$ cat src/rtl/axi_lite_cmd_master.sv
// Single-outstanding AXI4-Lite master: cmd/rsp handshake in, one AXI
// write or read out, response held until consumed.
module axi_lite_cmd_master #(
  parameter int ADDR_WIDTH    = 5,
  parameter int ERR_CNT_WIDTH = 16
) (
  input  logic                     aclk,
  input  logic                     areset,
  input  logic                     cmd_valid,
  output logic                     cmd_ready,
  input  logic                     cmd_write,
  input  logic [ADDR_WIDTH-1:0]    cmd_addr,
  input  logic [31:0]              cmd_wdata,
  output logic                     rsp_valid,
  input  logic                     rsp_ready,
  output logic [31:0]              rsp_rdata,
  output logic [1:0]               rsp_resp,
  output logic                     rsp_write,
  output logic [ERR_CNT_WIDTH-1:0] err_count,
  output logic [ADDR_WIDTH-1:0]    awaddr,
  output logic [2:0]               awprot,
  output logic                     awvalid,
  input  logic                     awready,
  output logic [31:0]              wdata,
  output logic [3:0]               wstrb,
  output logic                     wvalid,
  input  logic                     wready,
  input  logic [1:0]               bresp,
  input  logic                     bvalid,
  output logic                     bready,
  output logic [ADDR_WIDTH-1:0]    araddr,
  output logic [2:0]               arprot,
  output logic                     arvalid,
  input  logic                     arready,
  input  logic [31:0]              rdata,
  input  logic [1:0]               rresp,
  input  logic                     rvalid,
  output logic                     rready
);

  typedef enum logic [2:0] {
    IDLE, WR, WR_RESP, RD, RD_DATA, RSP
  } state_e;

  state_e                   state_q, state_d;
  logic                     cmd_ready_q, cmd_ready_d;
  logic                     awvalid_q, awvalid_d;
  logic                     wvalid_q, wvalid_d;
  logic                     aw_done_q, aw_done_d;
  logic                     w_done_q, w_done_d;
  logic                     bready_q, bready_d;
  logic                     arvalid_q, arvalid_d;
  logic                     rready_q, rready_d;
  logic                     rsp_valid_q, rsp_valid_d;
  logic [31:0]              rsp_rdata_q, rsp_rdata_d;
  logic [1:0]               rsp_resp_q, rsp_resp_d;
  logic                     rsp_write_q, rsp_write_d;
  logic [ERR_CNT_WIDTH-1:0] err_q, err_d;
  logic [ADDR_WIDTH-1:0]    addr_q, addr_d;
  logic [31:0]              wdata_q, wdata_d;

  logic aw_hs, w_hs, aw_ok, w_ok;
  logic bump;

  assign aw_hs = awvalid_q & awready;
  assign w_hs  = wvalid_q & wready;
  assign aw_ok = aw_done_q | aw_hs;
  assign w_ok  = w_done_q | w_hs;

  always_comb begin
    state_d     = state_q;
    cmd_ready_d = cmd_ready_q;
    awvalid_d   = awvalid_q;
    wvalid_d    = wvalid_q;
    aw_done_d   = aw_done_q;
    w_done_d    = w_done_q;
    bready_d    = bready_q;
    arvalid_d   = arvalid_q;
    rready_d    = rready_q;
    rsp_valid_d = rsp_valid_q;
    rsp_rdata_d = rsp_rdata_q;
    rsp_resp_d  = rsp_resp_q;
    rsp_write_d = rsp_write_q;
    addr_d      = addr_q;
    wdata_d     = wdata_q;
    bump        = 1'b0;
    unique case (state_q)
      IDLE: begin
        cmd_ready_d = 1'b1;
        if (cmd_valid && cmd_ready_q) begin
          cmd_ready_d = 1'b0;
          addr_d      = cmd_addr;
          wdata_d     = cmd_wdata;
          rsp_write_d = cmd_write;
          awvalid_d   = cmd_write;
          wvalid_d    = cmd_write;
          arvalid_d   = ~cmd_write;
          aw_done_d   = 1'b0;
          w_done_d    = 1'b0;
          state_d     = cmd_write ? WR : RD;
        end
      end
      WR: begin
        if (aw_hs) begin
          awvalid_d = 1'b0;
          aw_done_d = 1'b1;
        end
        if (w_hs) begin
          wvalid_d = 1'b0;
          w_done_d = 1'b1;
        end
        if (aw_ok && w_ok) begin
          bready_d = 1'b1;
          state_d  = WR_RESP;
        end
      end
      WR_RESP: begin
        if (bvalid) begin
          bready_d    = 1'b0;
          rsp_rdata_d = '0;
          rsp_resp_d  = bresp;
          rsp_valid_d = 1'b1;
          bump        = (bresp != 2'b00);
          state_d     = RSP;
        end
      end
      RD: begin
        if (arready) begin
          arvalid_d = 1'b0;
          rready_d  = 1'b1;
          state_d   = RD_DATA;
        end
      end
      RD_DATA: begin
        if (rvalid) begin
          rready_d    = 1'b0;
          rsp_rdata_d = rdata;
          rsp_resp_d  = rresp;
          rsp_valid_d = 1'b1;
          bump        = (rresp != 2'b00);
          state_d     = RSP;
        end
      end
      RSP: begin
        if (rsp_ready) begin
          rsp_valid_d = 1'b0;
          cmd_ready_d = 1'b1;
          state_d     = IDLE;
        end
      end
      default: state_d = IDLE;
    endcase
    // Saturate rather than wrap so a flood of errors stays visible.
    err_d = (bump && (err_q != '1)) ? err_q + 1'b1 : err_q;
  end

  always_ff @(posedge aclk) begin
    if (areset) begin
      state_q     <= IDLE;
      cmd_ready_q <= 1'b0;
      awvalid_q   <= 1'b0;
      wvalid_q    <= 1'b0;
      aw_done_q   <= 1'b0;
      w_done_q    <= 1'b0;
      bready_q    <= 1'b0;
      arvalid_q   <= 1'b0;
      rready_q    <= 1'b0;
      rsp_valid_q <= 1'b0;
      rsp_rdata_q <= '0;
      rsp_resp_q  <= '0;
      rsp_write_q <= 1'b0;
      err_q       <= '0;
      addr_q      <= '0;
      wdata_q     <= '0;
    end else begin
      state_q     <= state_d;
      cmd_ready_q <= cmd_ready_d;
      awvalid_q   <= awvalid_d;
      wvalid_q    <= wvalid_d;
      aw_done_q   <= aw_done_d;
      w_done_q    <= w_done_d;
      bready_q    <= bready_d;
      arvalid_q   <= arvalid_d;
      rready_q    <= rready_d;
      rsp_valid_q <= rsp_valid_d;
      rsp_rdata_q <= rsp_rdata_d;
      rsp_resp_q  <= rsp_resp_d;
      rsp_write_q <= rsp_write_d;
      err_q       <= err_d;
      addr_q      <= addr_d;
      wdata_q     <= wdata_d;
    end
  end

  assign cmd_ready = cmd_ready_q;
  assign rsp_valid = rsp_valid_q;
  assign rsp_rdata = rsp_rdata_q;
  assign rsp_resp  = rsp_resp_q;
  assign rsp_write = rsp_write_q;
  assign err_count = err_q;
  assign awaddr    = addr_q;
  assign awprot    = 3'b000;
  assign awvalid   = awvalid_q;
  assign wdata     = wdata_q;
  assign wstrb     = 4'hF;
  assign wvalid    = wvalid_q;
  assign bready    = bready_q;
  assign araddr    = addr_q;
  assign arprot    = 3'b000;
  assign arvalid   = arvalid_q;
  assign rready    = rready_q;

endmodule

$ cat config.mk
export PLATFORM = sky130hd
export DESIGN_NAME = axi_lite_cmd_master
export DESIGN_NICKNAME = d
export VERILOG_FILES = /design/src/rtl/axi_lite_cmd_master.sv
export SDC_FILE = /design/constraint.sdc
export NUM_CORES = 1
export LEC_CHECK = 0
export CORE_MARGIN = 8
export CORE_UTILIZATION = 44
export DETAILED_ROUTE_END_ITERATION = 6
export HOLD_SLACK_MARGIN = 0.05
export PLACE_DENSITY = 0.89
export RECOVER_POWER = 25
export SLEW_MARGIN = 10
export SYNTH_ARGS = -nofsm -noshare
export SYNTH_HDL_FRONTEND = slang
export SYNTH_SLANG_ARGS = --single-unit
$ cat constraint.sdc
create_clock -name aclk -period 2.93 [get_ports aclk]
set_input_delay 0.879 -clock aclk [delete_from_list [all_inputs] [get_ports aclk]]
set_output_delay 0.879 -clock aclk [all_outputs]
set_load 0.05 [all_outputs]
==> flow_metrics.py <==
metrics = {
    "timing": {
        "clock.fmax_mhz": 377,
        "relSlewSlack": 0.0361,
        "slew_viol_final": 0,
        "period_share": 0.906,
        "finClkSkew_ns": 0.0117,
        "rsz0062_at_grt": "false",
        "setup_viol": 0,
        "tightest_slew_ns": 1.45,
        "setup_tns_ns": 0,
        "hold_violations": 0,
        "period_needed_ns": 2.66,
    },
    "worst_setup_path": {
        "crit_path_start_kind": "input port",
        "slowest_stage": "clkbuf_2",
        "cp.required_ns": 3.20,
        "critPathMaxFanout": 41,
        "worstSetupPathType": "in2reg",
        "crit_path_end_kind": "flop",
        "cp.arrival_ns": 2.93,
        "cpPeakStageDelay_ns": 0.71,
        "worstPathCellList": "clkdlybuf4s50_1 > nand2_1 > nor4_1 > clkbuf_2 > nand3_1 > a21oi_1",
    },
    "global_route": {
        "grt-busiest-layer": "met2",
        "met2_usage": 0.342,
        "first_global_vias": 4180,
        "met3_usage": 0.0902,
        "overflow": 0,
        "track_usage": 0.200,
        "grtUsageMet1": 0.215,
        "antenna_found_initial": 0,
        "grt_start_max_net_pins": 64,
        "grt_pass1_wl_mm": 20.8,
    },
    "place": {
        "detailed_place_hpwl_mm": 9.81,
        "placed_cells": 776,
        "gp_congestion": 0.846,
        "dpl_cell_area_sq_mm": 0.00595,
        "port_buffers": 182,
    },
    "logic_synthesis": {
        "synthCells": 515,
        "yosys_register_bits": 100,
        "yosysUniqueCellTypes": 44,
        "yosysSeqAreaShare": 0.487,
        "synth_area_sq_mm": 0.00411,
        "ys_warn_count": 0,
        "synth-edff-count": 0,
        "synthFlopType": "dfxtp_1",
        "avgSynthCellArea_sq_um": 7.98,
        "synthArstFlopShare": 0,
    },
    "finish": {
        "final_nets": 760,
        "area_growth_pct": 48.4,
        "post-route-util": 0.667,
        "layout-drive-gt1-share": 0.0441,
        "mostFrequentLayoutCells": "clkdlybuf4s50_1 (179), nand2_1 (122), dfxtp_1 (100), a21oi_1 (81), nand3_1 (45)",
        "final_cells": 792,
        "n_antenna_cell": 0,
        "fin_area_sq_mm": 0.00610,
        "layout_commonest_cell": "clkdlybuf4s50_1",
    },
    "power_and_ir_drop": {
        "p_seq_frac": 0.407,
        "pwr_density_cell_mw_per_mm2": 652,
        "power_switching_mw": 1.63,
        "combPwrFrac": 0.385,
        "swShare": 0.409,
        "power.static_leakage_nw": 2.10,
        "power.internal_mw": 2.35,
        "p_clk_frac": 0.207,
        "ir_drop_v": 0.000331,
    },
    "outcome": {
        "status": "completed",
    },
    "drt": {
        "firstDrtPassIters": 4,
        "avgViaCountPerCell": 5.24,
        "wl_per_cell_microns": 16.5,
        "vias": 4151,
        "antenna_left": 0,
        "postRouteWirelength_mm": 13.1,
        "drc": 0,
        "drt_iter0_drc": 275,
    },
    "clocking": {
        "cts_max_path_buffers": 2,
        "hold_buffers": 0,
        "cts_buffers": 9,
        "htree_levels": 3,
        "clk_pin_slew_ns": 0.09,
        "clk_latency_ns": 0.35,
        "cts_resized": 0,
        "cts-root-buf": "clkbuf_8",
        "tritoncts": "yes",
        "postCtsSetupBuffers": 0,
        "cts.sinks": 100,
    },
    "die": {
        "rows": 35,
        "die_x_microns": 113,
        "die-area_sq_mm": 0.0127,
        "num_io_pins": 193,
        "dieHeight_microns": 113,
        "coreArea_sq_mm": 0.00915,
        "start_util": 0.449,
    },
    "worst_hold_path": {
        "hp-class": "reg2reg",
    },
    "job": {
        "maxCapViolCount": 0,
    },
}
-- final cells by class --
| class | count | area, sq um |
|---|---|---|
| clock buffer | 11 | 141 |
| clock inverter | 5 | 42.5 |
| inverter | 1 | 3.75 |
| sequential | 100 | 2000 |
| multi-input combinational | 371 | 1880 |
| tap | 111 | 139 |
| timing repair buffer | 193 | 1890 |
| fill | 748 | 3050 |
-- path summary, 6_finish.rpt --
path / start / endpoint / slack (ns) / cells after the start
min reg2reg: rsp_rdata[11] / rsp_rdata[11] / 0.45 / 2
max reg2reg: err_count[0] / err_count[9] / 0.51 / 6
min: rsp_rdata[11] / rsp_rdata[11] / 0.45 / 2
max: cmd_valid / rsp_write / 0.27 / 6
-- state kept, by name, indices dropped and copies added, names as in the netlist --
name,count
wdata,32
rsp_write,1
cmd_ready,1
rsp_resp,2
rready,1
bready,1
araddr,5
arvalid,1
w_done_q,1
rsp_rdata,32
rsp_valid,1
state_q,3
awvalid,1
aw_done_q,1
wvalid,1
err_count,16
-- metrics by stage --
step	setup WS (ns)	total power, mW	hold WS, ns
CTS	0.282	4.03	0.457
global placement	0.209	3.16	0.437
global route	0.164	4.20	0.476
detailed placement	0.173	3.20	0.445
floorplan	0.681	2.67	0.484
finish	0.275	3.98	0.454
-- routing by layer --
layer | vias to the layer above | routed length [microns]
met2 | 179 | 6460
li1 | 2044 | -
met3 | 13 | 1360
met1 | 1915 | 5050
met5 | - | 0
met4 | 0 | 210
-- cell usage after synthesis (2+ instances only) --
cell type    n  area share
conb_1       2      0.0018
nand2_1    122        0.11
mux2i_1      5       0.012
or4_1        2      0.0037
and3_1       4      0.0061
a31oi_1      2      0.0030
nand3_1     45       0.055
and4_1       2      0.0043
o211ai_1     7       0.013
nand4_1      3      0.0046
or2_1        2      0.0030
nor4_1       3      0.0046
o21ai_1      2      0.0024
nor2b_1      6      0.0091
nand2b_1     2      0.0030
dfxtp_1    100        0.49
clkbuf_1    31       0.028
nor2_1      31       0.028
a21oi_1     81       0.099
buf_4       15       0.027
o21ai_0      2      0.0024
buf_2        4      0.0049
a211oi_1     7       0.013
nor3_1       3      0.0037
a41oi_1      2      0.0043
o2111ai_1    2      0.0043
xor2_1      11       0.023
-- critical path, delay by kind of cell --
family / cells / cell delay (ns)
buffers and inverters: 2 / 1.22
AND/OR/NAND/NOR: 3 / 0.64
AO/OA/AOI/OAI: 1 / 0.18
-- power groups by stage --
stage	Combinational, mW	Clock [mW]	Sequential [mW]
CTS	1.56	0.853	1.62
finish	1.53	0.825	1.62
detailed placement	1.55	0	1.65
global placement	1.52	0	1.64
global route	1.64	0.920	1.64
floorplan	0.673	0	2.00
-- cell families after synthesis --
group,count (synthesis),synth area share
multiplexers,7,0.0186
adder cells (fa/ha/maj),1,0.00304
flip-flops,100,0.487
other,2,0.00183
AND/OR/NAND/NOR,232,0.250
XOR/XNOR,11,0.0234
buffers and inverters,52,0.0624
AO/OA/AOI/OAI,110,0.154
Power figures use the tool's default switching activity.
